### config.mk
export PLATFORM = sky130hd
export DESIGN_NAME = bus_drvr_fifo
export DESIGN_NICKNAME = d
export VERILOG_FILES = /design/src/rtl/bus_drvr_fifo.sv
export SDC_FILE = /design/constraint.sdc
export NUM_CORES = 1
export LEC_CHECK = 0
export ABC_AREA = 0
export CAP_MARGIN = 10
export CORE_ASPECT_RATIO = 0.9
export CORE_UTILIZATION = 30
export CTS_BUF_LIST = sky130_fd_sc_hd__clkbuf_2 sky130_fd_sc_hd__clkbuf_4 sky130_fd_sc_hd__clkbuf_8
export DETAILED_ROUTE_END_ITERATION = 8
export HOLD_SLACK_MARGIN = 0.02
export PLACE_DENSITY_LB_ADDON = 0.12
export SETUP_SLACK_MARGIN = 0.05
export SLEW_MARGIN = 20
export SYNTH_ARGS = -nofsm -noshare
export SYNTH_HDL_FRONTEND = slang
export SYNTH_SLANG_ARGS = --single-unit
### constraint.sdc
create_clock -name clk -period 5.7 [get_ports clk]
set_input_delay 0.855 -clock clk [delete_from_list [all_inputs] [get_ports clk]]
set_output_delay 0.855 -clock clk [all_outputs]
set_load 0.005 [all_outputs]
### src/rtl/bus_drvr_fifo.sv
// bus_drvr_fifo: per-driver input queue feeding one drvrs port of the bus
// generator/arbiter. The driver side pushes packets. The bus side reads a
// show-ahead head and removes it with pop. Self-addressed packets are dropped
// because the bus cannot route them. Overflow, underflow and drop events are
// counted for the checker.
module bus_drvr_fifo #(
    parameter int          PCKG_SZ   = 32,
    parameter int          DEPTH     = 16,
    parameter logic [7:0]  DRVR_ID   = 8'h00,
    parameter logic [7:0]  BROADCAST = 8'hFF
) (
    input  logic                       clk,
    input  logic                       reset,
    input  logic                       push_in,
    input  logic [PCKG_SZ-1:0]         D_in,
    output logic                       full,
    output logic                       pndng,
    output logic [PCKG_SZ-1:0]         D_pop,
    input  logic                       pop,
    output logic [$clog2(DEPTH):0]     count,
    output logic                       overflow,
    output logic                       underflow,
    output logic [15:0]                drop_cnt,
    input  logic                       clr_err
);

    localparam int              AW      = $clog2(DEPTH);
    localparam int              CW      = AW + 1;
    localparam logic [CW-1:0]   DEPTH_C = CW'(DEPTH);

    // Saturating increment for the drop counter: holds at all-ones.
    function automatic logic [15:0] sat_inc(input logic [15:0] val);
        if (val == 16'hFFFF) begin
            return val;
        end else begin
            return val + 16'd1;
        end
    endfunction

    logic [PCKG_SZ-1:0] mem_r [DEPTH];
    logic [AW-1:0]      wr_ptr_r;
    logic [AW-1:0]      rd_ptr_r;
    logic [CW-1:0]      count_r;
    logic               overflow_r;
    logic               underflow_r;
    logic [15:0]        drop_cnt_r;

    logic               empty_s;
    logic               full_s;
    logic               self_s;
    logic               eff_pop_s;
    logic               push_acc_s;
    logic               drop_s;
    logic               ovf_evt_s;
    logic               udf_evt_s;

    // Decode this cycle's push/pop events from the registered occupancy.
    always_comb begin
        empty_s    = 1'b0;
        full_s     = 1'b0;
        self_s     = 1'b0;
        eff_pop_s  = 1'b0;
        push_acc_s = 1'b0;
        drop_s     = 1'b0;
        ovf_evt_s  = 1'b0;
        udf_evt_s  = 1'b0;

        empty_s    = (count_r == {CW{1'b0}});
        full_s     = (count_r == DEPTH_C);
        // Broadcast is never treated as self-addressed, even if the IDs match.
        self_s     = (D_in[PCKG_SZ-1 -: 8] == DRVR_ID) && (DRVR_ID != BROADCAST);
        eff_pop_s  = pop && !empty_s;
        // A pop in the same cycle frees a slot, so a push at full still fits.
        push_acc_s = push_in && !self_s && (!full_s || eff_pop_s);
        drop_s     = push_in && !push_acc_s;
        ovf_evt_s  = push_in && !self_s && full_s && !eff_pop_s;
        udf_evt_s  = pop && empty_s;
    end

    // Packet storage. It has no reset: the pointers and count define validity.
    always_ff @(posedge clk) begin
        if (push_acc_s) begin
            mem_r[wr_ptr_r] <= D_in;
        end
    end

    // Pointers and occupancy. Pointers wrap naturally modulo DEPTH.
    always_ff @(posedge clk or posedge reset) begin
        if (reset) begin
            wr_ptr_r <= {AW{1'b0}};
            rd_ptr_r <= {AW{1'b0}};
            count_r  <= {CW{1'b0}};
        end else begin
            if (push_acc_s) begin
                wr_ptr_r <= wr_ptr_r + AW'(1'b1);
            end
            if (eff_pop_s) begin
                rd_ptr_r <= rd_ptr_r + AW'(1'b1);
            end
            case ({push_acc_s, eff_pop_s})
                2'b10:   count_r <= count_r + CW'(1'b1);
                2'b01:   count_r <= count_r - CW'(1'b1);
                default: count_r <= count_r;
            endcase
        end
    end

    // Sticky error flags and drop counter. A new event wins over clr_err.
    always_ff @(posedge clk or posedge reset) begin
        if (reset) begin
            overflow_r  <= 1'b0;
            underflow_r <= 1'b0;
            drop_cnt_r  <= 16'd0;
        end else begin
            if (ovf_evt_s) begin
                overflow_r <= 1'b1;
            end else if (clr_err) begin
                overflow_r <= 1'b0;
            end
            if (udf_evt_s) begin
                underflow_r <= 1'b1;
            end else if (clr_err) begin
                underflow_r <= 1'b0;
            end
            if (drop_s) begin
                drop_cnt_r <= clr_err ? 16'd1 : sat_inc(drop_cnt_r);
            end else if (clr_err) begin
                drop_cnt_r <= 16'd0;
            end
        end
    end

    // Outputs are decoded from registered state only. The head is gated to 0 when empty.
    always_comb begin
        count     = count_r;
        full      = (count_r == DEPTH_C);
        pndng     = (count_r != {CW{1'b0}});
        overflow  = overflow_r;
        underflow = underflow_r;
        drop_cnt  = drop_cnt_r;
        D_pop     = pndng ? mem_r[rd_ptr_r] : {PCKG_SZ{1'b0}};
    end

endmodule
==> results of run 1 <==
-- through the flow --
stage / instances / hold WS, ns / total power (W) / utilization / instance area, um2
after detailed placement: 2007 / 0.5346 / 0.008910 / 0.3359 / 23510
after global routing: 2191 / 0.5699 / 0.01305 / 0.3646 / 25520
final: 2191 / 0.5455 / 0.01240 / 0.3646 / 25520
after floorplan: 990 / 0.4788 / 0.007260 / - / 21200
after global placement: 2007 / 0.5278 / 0.008918 / 0.3359 / 23510
after CTS: 2189 / 0.5317 / 0.01268 / 0.3645 / 25510
-- cell usage after synthesis, types with 3 or more instances --
master and count:
a21oi_1 12, and2_1 8, buf_1 7, buf_2 11, clkbuf_1 31, dfrtp_1 31, edfxtp_1 512, ha_1 9
inv_1 15, mux2i_1 66, mux4_2 128, nand2_1 19, nand3_1 8, nand4_1 10, nor2_1 15, nor3_1 3
nor4_1 5, o21ai_0 8, o22ai_1 32, or3_1 8, or4_1 4, xnor2_1 10
-- worst reg2reg max path, cell delays in order, from the launching register on --
cell     delay, ns
dfrtp_1       0.44
or4_1         0.36
o22ai_4       0.18
nor2_1        0.35
nand3_1       0.39
nor2_4        0.61
buf_4         0.48
-- layer usage --
| metal | share of wire | vias up |
|---|---|---|
| met3 | 0.042 | 87 |
| met5 | 0.00026 | - |
| li1 | - | 4526 |
| met1 | 0.46 | 5451 |
| met4 | 0.021 | 2 |
| met2 | 0.47 | 191 |
-- power groups by stage --
stage	Clock (W)	Combinational (W)	Sequential [W]
6_report	0.00370	0.00353	0.00516
3_3_place_gp	0	0.00366	0.00526
2_1_floorplan	0	0.00230	0.00496
4_1_cts	0.00383	0.00366	0.00518
5_1_grt	0.00399	0.00383	0.00523
3_5_place_dp	0	0.00365	0.00526
-- area by class of cell --
type                       count  share of cell area
clock buffer                 150             0.06963
sequential                   543              0.6334
clock inverter                32            0.008777
inverter                      16            0.002354
antenna                        2           0.0001961
tap                          940             0.04609
timing repair buffer         127             0.04943
multi-input combinational    381              0.1902
-- sequential cells by signal (all words and copies together) (netlist names) --
signal	cells
wr_ptr_r	4
mem_r	512
count	5
overflow	1
underflow	1
rd_ptr_r	4
drop_cnt	16
-- kinds of logic after synthesis --
group,count (synthesis)
simple gates,93
mux,196
xor+xnor,11
flops,543
compound gates,71
fa+ha+maj,10
buf+inv,66
-- how the worst max path moves through the flow --
stage                    to  depth (start not counted)  startpoint
3_3_place_gp       count[4]                         10    D_in[29]
2_1_floorplan   mem_r[1][0]                          4     push_in
3_5_place_dp   mem_r[15][8]                          7    D_in[29]
4_1_cts           D_pop[18]                          7    count[0]
6_report          D_pop[18]                          7    count[0]
5_1_grt           D_pop[18]                          7    count[0]
==> impl_metrics.yaml, run 1 <==
synth:
  yosys_register_bits: 543
  synth_compound_area_frac: 0.02237
  synth_xor_area_frac: 0.004544
  yosysWarnings: 0
  synth_edf_count: 512
  synth_cells: 990
  synth_top_family_by_area: "multiplexers"
  synth_nets: 1037
  synthTopCellsByArea: "edfxtp_1 (73%), mux4_2 (14%), dfrtp_1 (3.7%)"
  avgSynthCellArea_um2: 21.42
  yosys.area.top_type: "edfxtp_1"
  yosysUniqueCellTypes: 52
  async_flop_share: 0.05709
  yosys.area_share.simple: 0.02420
  muxShareOfSynthArea: 0.1682
  ys.flop_type: "edfxtp_1"
  syn_area_mm2: 0.02120
  synth_fa_ha_area_frac: 0.006256
  yosysSeqAreaShare: 0.7618
  synth_top_area_frac: 0.7252
setup_path:
  r2r_end: "mem_r[15][13]"
  path_max_fanout: 30
  path_cells: "or4_1, nor2_1, inv_1, nand2_2, buf_4, o22ai_1, clkdlybuf4s50_1"
  worstSetupEndpointType: "primary output"
  reg2reg_slack_ns: 2.52
  required_ns: 4.85
  start_kind: "flip-flop"
  crit_type: "flip-flop to primary output"
  r2r_start: "count[0]"
  path_buf_inv: 3
  reg2reg_depth: 6
  crit_family: "simple AND/OR/NAND/NOR gates"
  critical-path-slowest-cell: "nand2_2"
  max_stage_delay_ns: 0.77
  cp_data_arrival_time_ns: 3.83
placement:
  dp_slack_ns: 1.359
  gp_congestion: 0.7246
  io_buffers: 93
  dp_hpwl_um: 28560
grt:
  grt_max_degree: 49
  grt_pass1_vias: 11240
  grt_pass1_wl_um: 75000
  grt_use_total: 0.1445
  antenna_found_initial: 3
  met1_usage: 0.1998
  grt_util_met3: 0.03041
  gr-usage-met2: 0.2277
  overflow: 0
  grt.busiest_layer: "met2"
floorplan:
  fp-row-count: 92
  dieArea_mm2: 0.07174
  io_pins: 94
  coreArea_mm2: 0.06999
  die_w_um: 282.2
  fp.dieH_um: 254.2
  start_util: 0.3029
sta:
  setup_tns_ns: 0
  slew_violations: 0
  setup_viol: 0
  worst_slew_pin_slew_ns: 1.073
  relSlewSlack: 0.2846
  period_needed_ns: 4.690
  post-route-period-util: 0.8228
  rsz0062_at_grt: "no"
  fmax_mhz: 213.2
  setup_ws_ns: 1.010
  fin_skew_ns: 0.02471
  hold_violations: 0
drt:
  routed_via_density: 4.681
  drtIter0Drc: 618
  routed_wl_um: 50340
  route.vias.total: 10257
  final_antenna_net_count: 0
  dr.pass1.iters: 7
  wl_per_cell_um: 22.97
  remaining_drc_errors: 0
finish:
  seq_area_mm2: 0.01616
  drive_gt1_frac: 0.2882
  final_common_cell: "edfxtp_1"
  multi_input_area_mm2: 0.004852
  syn_to_final_growth_pct: 20.35
  nets: 1215
  fill_cells: 6596
  mostFrequentLayoutCells: "edfxtp_1 (512), mux4_2 (128), clkbuf_8 (104), clkdlybuf4s50_1 (93), mux2i_1 (66)"
clocking:
  numCtsBuffers: 99
  clockBufferDepth: 3
  cts_setup_buffers: 0
  cts_sinks: 543
  clkLatencyLatePin_ns: 0.70
  cts_tree: "yes"
  cts_resized: 0
  hold_buffers: 0
  clk_pin_slew_worst_paths_ns: 0.05
  cts_htree_levels: 3
  cts_root_buf: "clkbuf_8"
power:
  power_switching_share: 0.2976
  combPwrFrac: 0.285
  vdd_ir_drop_max_v: 0.0002280
  clkPwrFrac: 0.299
  p_int_w: 0.008707
  switchingPower_w: 0.003688
  powerDensity_mw_per_mm2: 485.8
  p_leak_nw: 8.210
  power_frac_seq: 0.416
outcome:
  run_status: "complete, no violations"
flow_run:
  maxCapViolCount: 0
hold_path:
  worstHoldPathType: "flip-flop to flip-flop"
  hp-start: "rd_ptr_r[2]"
  min_to: "rd_ptr_r[2]"
  hold_depth: 1
No activity file was read; power rests on OpenSTA's default activity.
==> run 2, diff against run 1 <==
==> constraint.sdc (replaced) <==
create_clock -name clk -period 4.55 [get_ports clk]
set_input_delay 0.6825 -clock clk [delete_from_list [all_inputs] [get_ports clk]]
set_output_delay 0.6825 -clock clk [all_outputs]
set_load 0.005 [all_outputs]
==> impl_metrics.yaml, run 2 (synthesis gave the netlist of run 1 again) <==
finish:
  top_register: "mem_r"
  final_common_cell: "edfxtp_1"
  postLayoutCoreUtil: 0.3638
  nets: 1224
  mostFrequentLayoutCells: "edfxtp_1 (512), mux4_2 (128), clkbuf_8 (96), clkdlybuf4s50_1 (93), mux2i_1 (66)"
  fill_cells: 6559
  multi_input_area_mm2: 0.004850
  drive_gt1_frac: 0.2751
  fin_area_mm2: 0.02546
  largest_register_ffs: 512
  seq_area_mm2: 0.01616
  syn_to_final_growth_pct: 20.09
setup_path:
  reg2reg_slack_ns: 1.39
  path_buf_inv: 2
  path_max_fanout: 19
  critical-path-slowest-cell: "or4_1"
  crit_family: "simple AND/OR/NAND/NOR gates"
  crit_type: "flip-flop to primary output"
  required_ns: 3.87
  start_kind: "flip-flop"
  path_cells: "or4_1, nor2_1, or2_2, buf_4, o22ai_1, clkdlybuf4s50_1"
  worstSetupEndpointType: "primary output"
  cp_data_arrival_time_ns: 3.47
  max_stage_delay_ns: 0.74
floorplan:
  io_pins: 94
  fp.dieH_um: 254.2
  fp-row-count: 92
  start_util: 0.3029
  die_w_um: 282.2
  dieArea_mm2: 0.07174
  coreArea_mm2: 0.06999
flow_run:
  maxCapViolCount: 0
drt:
  routed_wl_um: 52240
  routed_via_density: 4.743
  dr.pass1.iters: 6
  remaining_drc_errors: 0
  route.vias.total: 10358
  drtIter0Drc: 609
  final_antenna_net_count: 0
  wl_per_cell_um: 23.92
hold_path:
  worstHoldPathType: "input pin to async pin"
power:
  powerDensity_mw_per_mm2: 595.9
  vdd_ir_drop_max_v: 0.0002407
  p_leak_nw: 8.147
placement:
  dp_slack_ns: 0.7312
  dp_hpwl_um: 28550
  io_buffers: 93
  placedInstanceArea_mm2: 0.02372
  gp_congestion: 0.7031
sta:
  period_needed_ns: 4.148
  post-route-period-util: 0.9116
  hold_violations: 0
  setup_viol: 0
  setup_ws_ns: 0.4022
  worst_slew_pin_slew_ns: 0.7246
  relSlewSlack: 0.5170
  fin_skew_ns: 0.02988
  rsz0062_at_grt: "no"
  fmax_mhz: 241.1
  slew_violations: 0
clocking:
  clkLatencyLatePin_ns: 0.68
  numCtsBuffers: 95
  clockBufferDepth: 3
  cts_setup_buffers: 0
  cts_resized: 0
  cts_htree_levels: 3
  hold_buffers: 0
  cts_root_buf: "clkbuf_8"
  clk_pin_slew_worst_paths_ns: 0.06
  cts_sinks: 543
  cts_tree: "yes"
grt:
  met1_usage: 0.2054
  grt_use_total: 0.1485
  overflow: 0
  grt_pass1_wl_um: 76160
  gr-usage-met2: 0.2363
  grt_util_met3: 0.03032
  antenna_found_initial: 2
  grt_pass1_vias: 11229
  grt_max_degree: 46
  grt.busiest_layer: "met2"
outcome:
  run_status: "complete, no violations"
## run 2: worst paths after layout
path,start,endpoint,cells past startpoint
setup / recovery,count[0],D_pop[3],6
hold / removal,reset,count[3],2
setup reg to reg,count[0],count[4],11
hold reg to reg,rd_ptr_r[2],rd_ptr_r[2],1
max in group asynchronous,reset,drop_cnt[0],3
min in group clk,rd_ptr_r[2],rd_ptr_r[2],1
## run 2: area by class of cell
class	instances	area share
antenna	1	0.00009828
multi-input combinational	381	0.1905
timing repair buffer	140	0.05779
clock buffer	124	0.06015
sequential	543	0.6347
inverter	16	0.002359
tap	940	0.04619
clock inverter	39	0.008206
## run 2: per-stage QoR
| step | TNS (ns) | hold WS (ns) | power, W | cells |
|---|---|---|---|---|
| final | 0 | 0.3911 | 0.01517 | 2184 |
| after global routing | 0 | 0.3979 | 0.01597 | 2184 |
| after CTS | 0 | 0.3508 | 0.01552 | 2183 |
| after detailed placement | 0 | 0.5297 | 0.01124 | 2020 |
| after global placement | 0 | 0.5287 | 0.01124 | 2020 |
| after floorplan | -28.27 | 0.4788 | 0.009095 | 990 |
## run 2: where the power goes
group	switching (W)	internal, W
registers	0.000376	0.00600
logic	0.00225	0.00234
clock network	0.00197	0.00224
total	0.00460	0.0106
## run 2: per-layer routing
metal  vias to the layer above  share of wire
met5                         -        0.00017
met1                      5561           0.47
met4                         2          0.020
met2                       185           0.48
li1                       4525              -
met3                        85          0.034
==> run 3, diff against run 2 <==
--- a/config.mk
+++ b/config.mk
@@ -8,7 +8,7 @@
 export ABC_AREA = 0
 export CAP_MARGIN = 10
 export CORE_ASPECT_RATIO = 0.9
-export CORE_UTILIZATION = 30
+export CORE_UTILIZATION = 60
 export CTS_BUF_LIST = sky130_fd_sc_hd__clkbuf_2 sky130_fd_sc_hd__clkbuf_4 sky130_fd_sc_hd__clkbuf_8
 export DETAILED_ROUTE_END_ITERATION = 8
 export HOLD_SLACK_MARGIN = 0.02
==> impl_metrics.yaml, run 3 (synthesis gave the netlist of run 1 again) <==
finish:
  seq_area_mm2: 0.01616
  multi_input_area_mm2: 0.004850
  top_register: "mem_r"
  nets: 1210
  final_common_cell: "edfxtp_1"
  drive_gt1_frac: 0.2710
  mostFrequentLayoutCells: "edfxtp_1 (512), mux4_2 (128), clkdlybuf4s50_1 (93), clkbuf_8 (87), mux2i_1 (66)"
  fin_area_mm2: 0.02466
  postLayoutCoreUtil: 0.7180
  num_antenna_cells: 0
  syn_to_final_growth_pct: 16.34
  fill_cells: 2055
  largest_register_ffs: 512
floorplan:
  dieArea_mm2: 0.03609
  fp.dieH_um: 180.3
  start_util: 0.6172
  fp-row-count: 64
  coreArea_mm2: 0.03435
  die_w_um: 200.1
  io_pins: 94
drt:
  drtIter0Drc: 798
  dr.pass1.iters: 5
  wl_per_cell_um: 24.63
  routed_via_density: 6.150
  routed_wl_um: 41650
  remaining_drc_errors: 0
  final_antenna_net_count: 0
  route.vias.total: 10399
setup_path:
  r2r_start: "count[0]"
  path_buf_inv: 2
  worstSetupEndpointType: "primary output"
  max_stage_delay_ns: 0.73
  crit_family: "simple AND/OR/NAND/NOR gates"
  crit_type: "flip-flop to primary output"
  critical-path-slowest-cell: "or4_1"
  start_kind: "flip-flop"
  r2r_end: "count[4]"
  worstSetupEndpoint: "D_pop[31]"
  path_cells: "or4_1, nor2_1, or2_2, buf_4, o22ai_1, clkdlybuf4s50_1"
  cp_data_arrival_time_ns: 3.36
  path_max_fanout: 14
  reg2reg_depth: 11
  reg2reg_slack_ns: 1.36
  worst-path-stages: 6
  required_ns: 3.87
  crit_start: "count[0]"
sta:
  setup_viol: 0
  worst_slew_pin_slew_ns: 0.9516
  setup_tns_ns: 0
  post-route-period-util: 0.8893
  period_needed_ns: 4.046
  fin_skew_ns: 0.02108
  slew_violations: 0
  setup_ws_ns: 0.5038
  relSlewSlack: 0.3656
  rsz0062_at_grt: "no"
  hold_violations: 0
  fmax_mhz: 247.1
  fin_hold_ws_ns: 0.4637
flow_run:
  maxCapViolCount: 0
clocking:
  cts_setup_buffers: 0
  clockBufferDepth: 3
  cts_tree: "yes"
  cts_root_buf: "clkbuf_8"
  hold_buffers: 0
  numCtsBuffers: 83
  clkLatencyLatePin_ns: 0.62
  cts_sinks: 543
  cts_htree_levels: 3
  clk_pin_slew_worst_paths_ns: 0.06
  cts_resized: 0
grt:
  grt_pass1_wl_um: 63590
  grt_pass1_vias: 10623
  grt_use_total: 0.2362
  antenna_found_initial: 0
  overflow: 0
  grt_max_degree: 64
placement:
  placedInstanceArea_mm2: 0.02306
  dp_slack_ns: 0.5170
  gp_congestion: 0.7791
  io_buffers: 93
  dp_hpwl_um: 24460
hold_path:
  worstHoldPathType: "input pin to async pin"
power:
  powerDensity_mw_per_mm2: 592.7
  p_leak_nw: 8.063
  vdd_ir_drop_max_v: 0.0003763
outcome:
  run_status: "complete, no violations"
[run 3: cell count changes in the layout (fill, tap and decap cells not counted), sizes merged]
cell    before  now
clkbuf     124  109
clkinv      32   35
inv         19   18
bufinv       1    2
diode        1    0
buf         47   45
[run 3: worst min-delay path, stage by stage]
cell             delay (ns)
clkdlybuf4s50_1        0.39
inv_1                  0.05
buf_4                  0.37
[run 3: stage by stage]
stage	instances	power, W
floorplan	990	0.009095
global placement	1540	0.01084
detailed placement	1540	0.01089
CTS	1691	0.01478
global route	1691	0.01524
finish	1691	0.01462
[run 3: where the power goes]
part | total (W) | internal [W] | switching [W]
clock network | 0.00388 | 0.00207 | 0.00180
registers | 0.00644 | 0.00600 | 0.000442
logic | 0.00430 | 0.00232 | 0.00198
total | 0.0146 | 0.0104 | 0.00423
[run 3: final cells by class]
class                      instances  area share
clock buffer                     109     0.05524
clock inverter                    42    0.009993
multi-input combinational        381      0.1966
inverter                          16    0.002435
tap                              462     0.02344
sequential                       543      0.6553
timing repair buffer             138     0.05702
[run 3: metal layers]
layer | vias up | GRT usage | part of all wire
li1 | 4509 | - | -
met1 | 5515 | 0.3427 | 0.43
met2 | 317 | 0.3732 | 0.49
met3 | 58 | 0.04322 | 0.054
met4 | 0 | 0.07015 | 0.017
met5 | - | 0 | 0
[run 3: worst min-delay path by stage]
stage                      from     endpoint  cells after the start
floorplan           rd_ptr_r[2]  rd_ptr_r[2]                      1
global placement      underflow    underflow                      1
detailed placement    underflow    underflow                      1
CTS                       reset    underflow                      3
global route              reset     count[0]                      3
finish                    reset     count[3]                      3
